File: config.mk
export PLATFORM = sky130hd
export DESIGN_NAME = hazard_ctrl
export DESIGN_NICKNAME = d
export VERILOG_FILES = /design/src/rtl/hazard_ctrl_pkg.sv /design/src/rtl/hazard_decode.sv /design/src/rtl/hazard_ctrl.sv
export SDC_FILE = /design/constraint.sdc
export NUM_CORES = 1
export LEC_CHECK = 0
export BUFFER_PORTS_ARGS = -buffer_cell sky130_fd_sc_hd__buf_4
export CAP_MARGIN = 20
export CORE_UTILIZATION = 50
export DETAILED_ROUTE_END_ITERATION = 10
export GPL_TIMING_DRIVEN = 0
export PLACE_DENSITY = 0.74
export REMOVE_ABC_BUFFERS = 1
export SYNTH_ARGS = -nofsm -noshare
export SYNTH_HDL_FRONTEND = slang
export SYNTH_SLANG_ARGS = --single-unit
File: constraint.sdc
create_clock -name clk -period 13 [get_ports clk]
set_input_delay 3.9 -clock clk [delete_from_list [all_inputs] [get_ports clk]]
set_output_delay 3.9 -clock clk [all_outputs]
set_load 0.01 [all_outputs]
File: src/rtl/hazard_ctrl_pkg.sv
// Shared constants for the MIPS hazard controller: opcode/funct codes,
// forwarding-select encodings and the "source not used" Tuse value.
package hazard_ctrl_pkg;

    localparam logic [5:0] OP_SPECIAL = 6'h00;
    localparam logic [5:0] OP_J       = 6'h02;
    localparam logic [5:0] OP_JAL     = 6'h03;
    localparam logic [5:0] OP_BEQ     = 6'h04;
    localparam logic [5:0] OP_ORI     = 6'h0d;
    localparam logic [5:0] OP_LUI     = 6'h0f;
    localparam logic [5:0] OP_LW      = 6'h23;
    localparam logic [5:0] OP_SW      = 6'h2b;

    localparam logic [5:0] FN_JR      = 6'h08;
    localparam logic [5:0] FN_ADDU    = 6'h21;
    localparam logic [5:0] FN_SUBU    = 6'h23;

    // Forwarding-mux selects
    localparam logic [1:0] FWD_RF = 2'd0;  // register file, no forward
    localparam logic [1:0] FWD_E  = 2'd1;  // jal link value held in E
    localparam logic [1:0] FWD_M  = 2'd2;  // ALU result in M
    localparam logic [1:0] FWD_W  = 2'd3;  // write-back value

    typedef logic [1:0] tick_t;            // Tnew / Tuse in cycles

    localparam tick_t TUSE_NONE = 2'd3;

endpackage

File: src/rtl/hazard_decode.sv
// Combinational decode of the D-stage instruction into destination, Tnew
// and per-source Tuse. Zero latency; no flow control.
module hazard_decode
    import hazard_ctrl_pkg::*;
#(
    parameter int REG_W = 5
) (
    input  logic [31:0]      instr_d,
    output logic [REG_W-1:0] rs,
    output logic [REG_W-1:0] rt,
    output logic [REG_W-1:0] dst,
    output tick_t            tnew,
    output tick_t            tuse_rs,
    output tick_t            tuse_rt
);

    logic [5:0]       op;
    logic [5:0]       fn;
    logic [REG_W-1:0] rd;
    logic [REG_W-1:0] dst_raw;
    tick_t            tnew_raw;
    logic             unused_shamt;

    assign op           = instr_d[31:26];
    assign fn           = instr_d[5:0];
    assign rs           = instr_d[21 +: REG_W];
    assign rt           = instr_d[16 +: REG_W];
    assign rd           = instr_d[11 +: REG_W];
    assign unused_shamt = ^instr_d[10:6];

    always_comb begin
        dst_raw  = '0;
        tnew_raw = 2'd0;
        tuse_rs  = TUSE_NONE;
        tuse_rt  = TUSE_NONE;
        case (op)
            OP_SPECIAL: begin
                case (fn)
                    FN_ADDU, FN_SUBU: begin
                        dst_raw  = rd;
                        tnew_raw = 2'd1;
                        tuse_rs  = 2'd1;
                        tuse_rt  = 2'd1;
                    end
                    FN_JR:   tuse_rs = 2'd0;
                    default: ;
                endcase
            end
            OP_ORI: begin
                dst_raw  = rt;
                tnew_raw = 2'd1;
                tuse_rs  = 2'd1;
            end
            OP_LUI: begin
                dst_raw  = rt;
                tnew_raw = 2'd1;
            end
            OP_LW: begin
                dst_raw  = rt;
                tnew_raw = 2'd2;
                tuse_rs  = 2'd1;
            end
            OP_SW: begin
                tuse_rs = 2'd1;
                tuse_rt = 2'd2;
            end
            OP_BEQ: begin
                tuse_rs = 2'd0;
                tuse_rt = 2'd0;
            end
            OP_JAL: begin
                dst_raw  = '1;
                tnew_raw = 2'd0;
            end
            default: ;
        endcase
    end

    // $0 is never a real producer, so it carries no Tnew either
    assign dst  = dst_raw;
    assign tnew = (dst_raw == '0) ? 2'd0 : tnew_raw;

endmodule

File: src/rtl/hazard_ctrl.sv
// Stall/forwarding controller for a 5-stage MIPS pipeline with its own E/M/W
// scoreboard. Selects and stall are combinational; only PC and IF/ID freeze.
module hazard_ctrl
    import hazard_ctrl_pkg::*;
#(
    parameter int REG_W = 5,
    parameter int FW_W  = 2
) (
    input  logic            clk,
    input  logic            reset,
    input  logic [31:0]     instr_d,
    output logic            stall,
    output logic            en_pc,
    output logic            en_d,
    output logic            clr_e,
    output logic [FW_W-1:0] fwd_rs_d,
    output logic [FW_W-1:0] fwd_rt_d,
    output logic [FW_W-1:0] fwd_rs_e,
    output logic [FW_W-1:0] fwd_rt_e,
    output logic [FW_W-1:0] fwd_rt_m
);

    logic [REG_W-1:0] d_rs, d_rt, d_dst;
    tick_t            d_tnew, d_tuse_rs, d_tuse_rt;

    logic [REG_W-1:0] e_rs, e_rt, e_dst;
    tick_t            e_tnew;
    logic [REG_W-1:0] m_rt, m_dst;
    tick_t            m_tnew;
    logic [REG_W-1:0] w_dst;

    logic stall_rs, stall_rt;

    hazard_decode #(.REG_W(REG_W)) u_decode (
        .instr_d (instr_d),
        .rs      (d_rs),
        .rt      (d_rt),
        .dst     (d_dst),
        .tnew    (d_tnew),
        .tuse_rs (d_tuse_rs),
        .tuse_rt (d_tuse_rt)
    );

    // Scoreboard keeps moving during a stall; the stalled slot enters E as a bubble
    always_ff @(posedge clk) begin
        if (reset) begin
            e_rs   <= '0;
            e_rt   <= '0;
            e_dst  <= '0;
            e_tnew <= 2'd0;
            m_rt   <= '0;
            m_dst  <= '0;
            m_tnew <= 2'd0;
            w_dst  <= '0;
        end else begin
            if (stall) begin
                e_rs   <= '0;
                e_rt   <= '0;
                e_dst  <= '0;
                e_tnew <= 2'd0;
            end else begin
                e_rs   <= d_rs;
                e_rt   <= d_rt;
                e_dst  <= d_dst;
                e_tnew <= d_tnew;
            end
            m_rt   <= e_rt;
            m_dst  <= e_dst;
            m_tnew <= (e_tnew == 2'd0) ? 2'd0 : e_tnew - 2'd1;
            w_dst  <= m_dst;
        end
    end

    function automatic logic needs_wait(input logic [REG_W-1:0] r, input tick_t tuse,
                                        input logic [REG_W-1:0] ed, input tick_t et,
                                        input logic [REG_W-1:0] md, input tick_t mt);
        return (r != '0) && (((r == ed) && (et > tuse)) || ((r == md) && (mt > tuse)));
    endfunction

    assign stall_rs = needs_wait(d_rs, d_tuse_rs, e_dst, e_tnew, m_dst, m_tnew);
    assign stall_rt = needs_wait(d_rt, d_tuse_rt, e_dst, e_tnew, m_dst, m_tnew);
    assign stall    = stall_rs | stall_rt;
    assign en_pc    = ~stall;
    assign en_d     = ~stall;
    assign clr_e    = stall;

    // Youngest ready producer wins; E can only supply a jal link (Tnew 0)
    function automatic logic [FW_W-1:0] sel_d(input logic [REG_W-1:0] r,
                                              input logic [REG_W-1:0] ed, input tick_t et,
                                              input logic [REG_W-1:0] md, input tick_t mt,
                                              input logic [REG_W-1:0] wd);
        if (r == '0)                       return FW_W'(FWD_RF);
        if ((r == ed) && (et == 2'd0))     return FW_W'(FWD_E);
        if ((r == md) && (mt == 2'd0))     return FW_W'(FWD_M);
        if (r == wd)                       return FW_W'(FWD_W);
        return FW_W'(FWD_RF);
    endfunction

    function automatic logic [FW_W-1:0] sel_e(input logic [REG_W-1:0] r,
                                              input logic [REG_W-1:0] md, input tick_t mt,
                                              input logic [REG_W-1:0] wd);
        if (r == '0)                       return FW_W'(FWD_RF);
        if ((r == md) && (mt == 2'd0))     return FW_W'(FWD_M);
        if (r == wd)                       return FW_W'(FWD_W);
        return FW_W'(FWD_RF);
    endfunction

    assign fwd_rs_d = sel_d(d_rs, e_dst, e_tnew, m_dst, m_tnew, w_dst);
    assign fwd_rt_d = sel_d(d_rt, e_dst, e_tnew, m_dst, m_tnew, w_dst);
    assign fwd_rs_e = sel_e(e_rs, m_dst, m_tnew, w_dst);
    assign fwd_rt_e = sel_e(e_rt, m_dst, m_tnew, w_dst);
    assign fwd_rt_m = ((m_rt != '0) && (m_rt == w_dst)) ? FW_W'(FWD_W) : FW_W'(FWD_RF);

endmodule

==> impl_summary.txt <==
----------------------------------------------------
[CTS]
  Total setup buffers inserted after CTS ... 0
  Maximum root-to-sink buffer count ... 2
  Hold Buf Count CTS ... 0
  Gates resized, CTS repair ... 0
  Clock Pin Slew Worst Setup and Hold Paths ... around 0.080 ns
  Number of levels in the clock H-tree ... 2
  CTS tree ... built
  CTS sink count ... 34
  Total clock buffers created by CTS ... 5
  Clock network latency to the later pin of the worst-skew pair ... roughly 0.29 ns
  Root cell of the clock tree ... sky130_fd_sc_hd__clkbuf_8

[Synthesis]
  Cells after synthesis ... 262
  Combinational family with the most area after synthesis ... simple AND/OR/NAND/NOR gates
  Most instantiated flip-flop cell in the synthesis netlist ... sky130_fd_sc_hd__dfxtp_1
  Share of the synthesized area in compound gates (AO/OA/AOI/OAI) ... 0.0886
  Xor/xnor share of the synthesized area ... 0.204
  Total standard cell area after synthesis ... approximately 2300 um^2
  Flip-flop and latch count after synthesis ... 34
  Proportion of synthesized chip area in sequential cells ... 0.294
  Post-synthesis adder-cell area fraction ... 0.0486
  Post-synthesis async set-or-reset flop share ... 0
  Number of synthesis warnings ... 0
  Mux cell area share after synthesis ... 0
  Synth cell types ... 45
  Post-Synthesis Mean Instance Area ... about 8.8 um^2
  Count of flip-flops with a built-in enable after synthesis ... 0
  Simple-gate share of the synthesized area ... 0.308

[Timing]
  Final Max Tran Viols ... 0
  Worst slew margin relative to its limit ... 0.665
  Worst Setup Slack, final ... between 2 and 3 ns
  Final setup fails ... 0
  Peak Freq ... just under 0.1 GHz
  Post-Route Skew ... 0.0108 ns
  Unrepaired setup endpoints after global routing ... false
  Shortest clock period the worst path allows after layout ... around 10 ns
  Number of endpoints with negative hold slack in the final report ... 0
  Crit share post-route ... 0.789
  Setup_tns ... 0 ns
  Slew @ Worst Pin ... between 0.5 and 0.6 ns

[Floorplanning]
  Number of top-level pins ... 48
  Placeable core area ... 4410 um^2
  Area enclosed by the die boundary ... 4910 um^2
  Core Rows ... 24
  Die height ... about 70 um
  Die W ... 70.1 um
  Effective utilization at floorplan ... 0.525

[Global routing]
  Wire length of the first global-routing pass ... 8.75 mm
  Remaining global-route overflow ... 0
  Overall fraction of global-route tracks in use ... 0.224
  Antenna violations before repair ... 0
  Number of global-route vias before repair ... about 1800
  Pin count of the biggest net entering global routing ... 35

[Placement]
  Placed Cells ... about 330
  Routability cong. ... a little over 0.8
  Count of buffers inserted at the top-level ports ... 42
  Dpl ws ... 2.78 ns
  Hpwl dp ... between 3 and 4 mm

[Cells and area]
  Fin cells ... between 300 and 400
  Number of filler instances in the final layout ... between 400 and 500
  Antenna diode count ... 0
  Final core utilization ... 0.617
  Total Nets Final ... 330
  Area growth, synth to finish ... 17.5%
  Proportion of layout cells with a drive suffix above 1 ... 0.229

[Worst setup path]
  Kind of start point of the critical path ... input port
  Largest driver fanout on the critical path ... 19
  Setup crit end kind ... output port
  Crit Path Category ... in2out
  CP Data Required Time ... between 9 and 10 ns
  Critical path arrival ... about 6.4 ns

[Drt]
  Total wire length ... 5.23 mm
  Via count of the routed design ... between 1500 and 2000
  Number of design rule violations left after detail routing ... 0
  Routed WL per cell ... between 15 and 20 um
  Vias per cell ... approximately 5.6
  Count of TritonRoute iterations in the first routing pass ... 4
  DRC violation total after the first TritonRoute iteration ... between 80 and 90
  Detail Route Antenna Nets ... 0

[Power and ir drop]
  Power per standard cell area ... ~97 nW/um^2
  P_leak ... approximately 1.2 nW
  Largest voltage drop on the vdd net ... 0.0789 mV

[Run]
  Maxcap violations ... 0

[Run status]
  Run status ... complete, no violations

[Hold path]
  Min-delay worst type ... reg2reg

----------------------------------------------------
sequential cells by signal, indices dropped and copies added, names as in the netlist:
signal  flops
w_dst       5
m_rt        5
e_rt        5
m_tnew      2
m_dst       5
e_rs        5
e_tnew      2
e_dst       5
through the flow:
stage	hold slack, ns	area [um^2]	total power, mW
after floorplan	0.394	2210	0.130
after global placement	0.414	2590	0.148
after detailed placement	0.419	2590	0.149
after CTS	0.418	2720	0.266
after global routing	0.444	2720	0.273
final	0.418	2720	0.264
layer usage:
layer	share of wire	wire, um	global-route usage	vias up
li1	-	-	-	954
met5	0	0	0	-
met2	0.47	2460	0.356	50
met1	0.49	2550	0.313	885
met4	0.0052	27	0.0600	0
met3	0.037	193	0.0390	2
cell usage after synthesis (all sizes together), types with 4 or more instances:
cell / n / share of area
nor2b: 23 / 0.062
nor2: 12 / 0.023
inv: 5 / 0.0092
xor2: 34 / 0.13
xnor2: 20 / 0.076
nor3: 19 / 0.054
a21oi: 6 / 0.013
nand2: 8 / 0.013
nand3: 6 / 0.013
nand4b: 4 / 0.015
a221oi: 7 / 0.026
ha: 9 / 0.049
a2bb2oi: 4 / 0.015
nor3b: 13 / 0.049
buf: 7 / 0.020
clkbuf: 17 / 0.028
or4: 4 / 0.015
dfxtp: 34 / 0.29
layout make-up:
class / count / area, um^2 / share of cell area
inverter: 5 / 21.3 / 0.00781
clock inverter: 3 / 68.8 / 0.0253
tap: 52 / 65.1 / 0.0239
clock buffer: 5 / 68.8 / 0.0253
sequential: 34 / 681 / 0.250
multi-input combinational: 199 / 1500 / 0.552
timing repair buffer: 42 / 315 / 0.116
power by group:
part           internal, mW  switching [mW]
Clock                0.0768          0.0407
Sequential            0.107         0.00317
Combinational        0.0194          0.0174
Total                 0.203          0.0613
placed cells by master, fill, tap and decap left out, types with 4 or more instances in the layout:
cell and count:
sky130_fd_sc_hd__nand3_1 6, sky130_fd_sc_hd__xor2_1 34, sky130_fd_sc_hd__clkbuf_8 5, sky130_fd_sc_hd__nor2_1 11
sky130_fd_sc_hd__nand4b_1 4, sky130_fd_sc_hd__xnor2_1 20, sky130_fd_sc_hd__dfxtp_1 34, sky130_fd_sc_hd__a221oi_1 7
sky130_fd_sc_hd__nor3_1 13, sky130_fd_sc_hd__buf_4 42, sky130_fd_sc_hd__nor3_2 6, sky130_fd_sc_hd__a2bb2oi_1 4
sky130_fd_sc_hd__inv_1 4, sky130_fd_sc_hd__ha_1 9, sky130_fd_sc_hd__a21oi_1 6, sky130_fd_sc_hd__nor3b_1 10
sky130_fd_sc_hd__nand2_1 8, sky130_fd_sc_hd__nor2b_1 23
path summary, 6_finish.rpt:
check	end	cells after the start	slack, ns	from
min reg2reg	m_tnew[0]	1	0.42	e_tnew[0]
max reg2reg	e_rt[0]	7	11.24	m_tnew[1]
min	m_tnew[0]	1	0.42	e_tnew[0]
max	clr_e	12	2.74	instr_d[28]
cells by family (layout without fill, tap and decap cells):
family          after synthesis  after routing
flops                        34             34
compound gates               26             26
xor+xnor                     54             54
fa+ha+maj                     9              9
buf+inv                      29             55
simple gates                110            110
worst max-delay path, stage by stage:
cell                        delay [ns]
sky130_fd_sc_hd__buf_4            0.15
sky130_fd_sc_hd__nand4bb_1        0.17
sky130_fd_sc_hd__a21oi_1          0.42
sky130_fd_sc_hd__a21oi_1          0.14
sky130_fd_sc_hd__a31oi_1          0.30
sky130_fd_sc_hd__ha_1             0.20
sky130_fd_sc_hd__nor2b_1          0.14
sky130_fd_sc_hd__a2bb2oi_1        0.18
sky130_fd_sc_hd__nand4b_1         0.15
sky130_fd_sc_hd__and4_4           0.22
sky130_fd_sc_hd__inv_4            0.21
sky130_fd_sc_hd__buf_4            0.17
(Power assumes the default switching activity.)
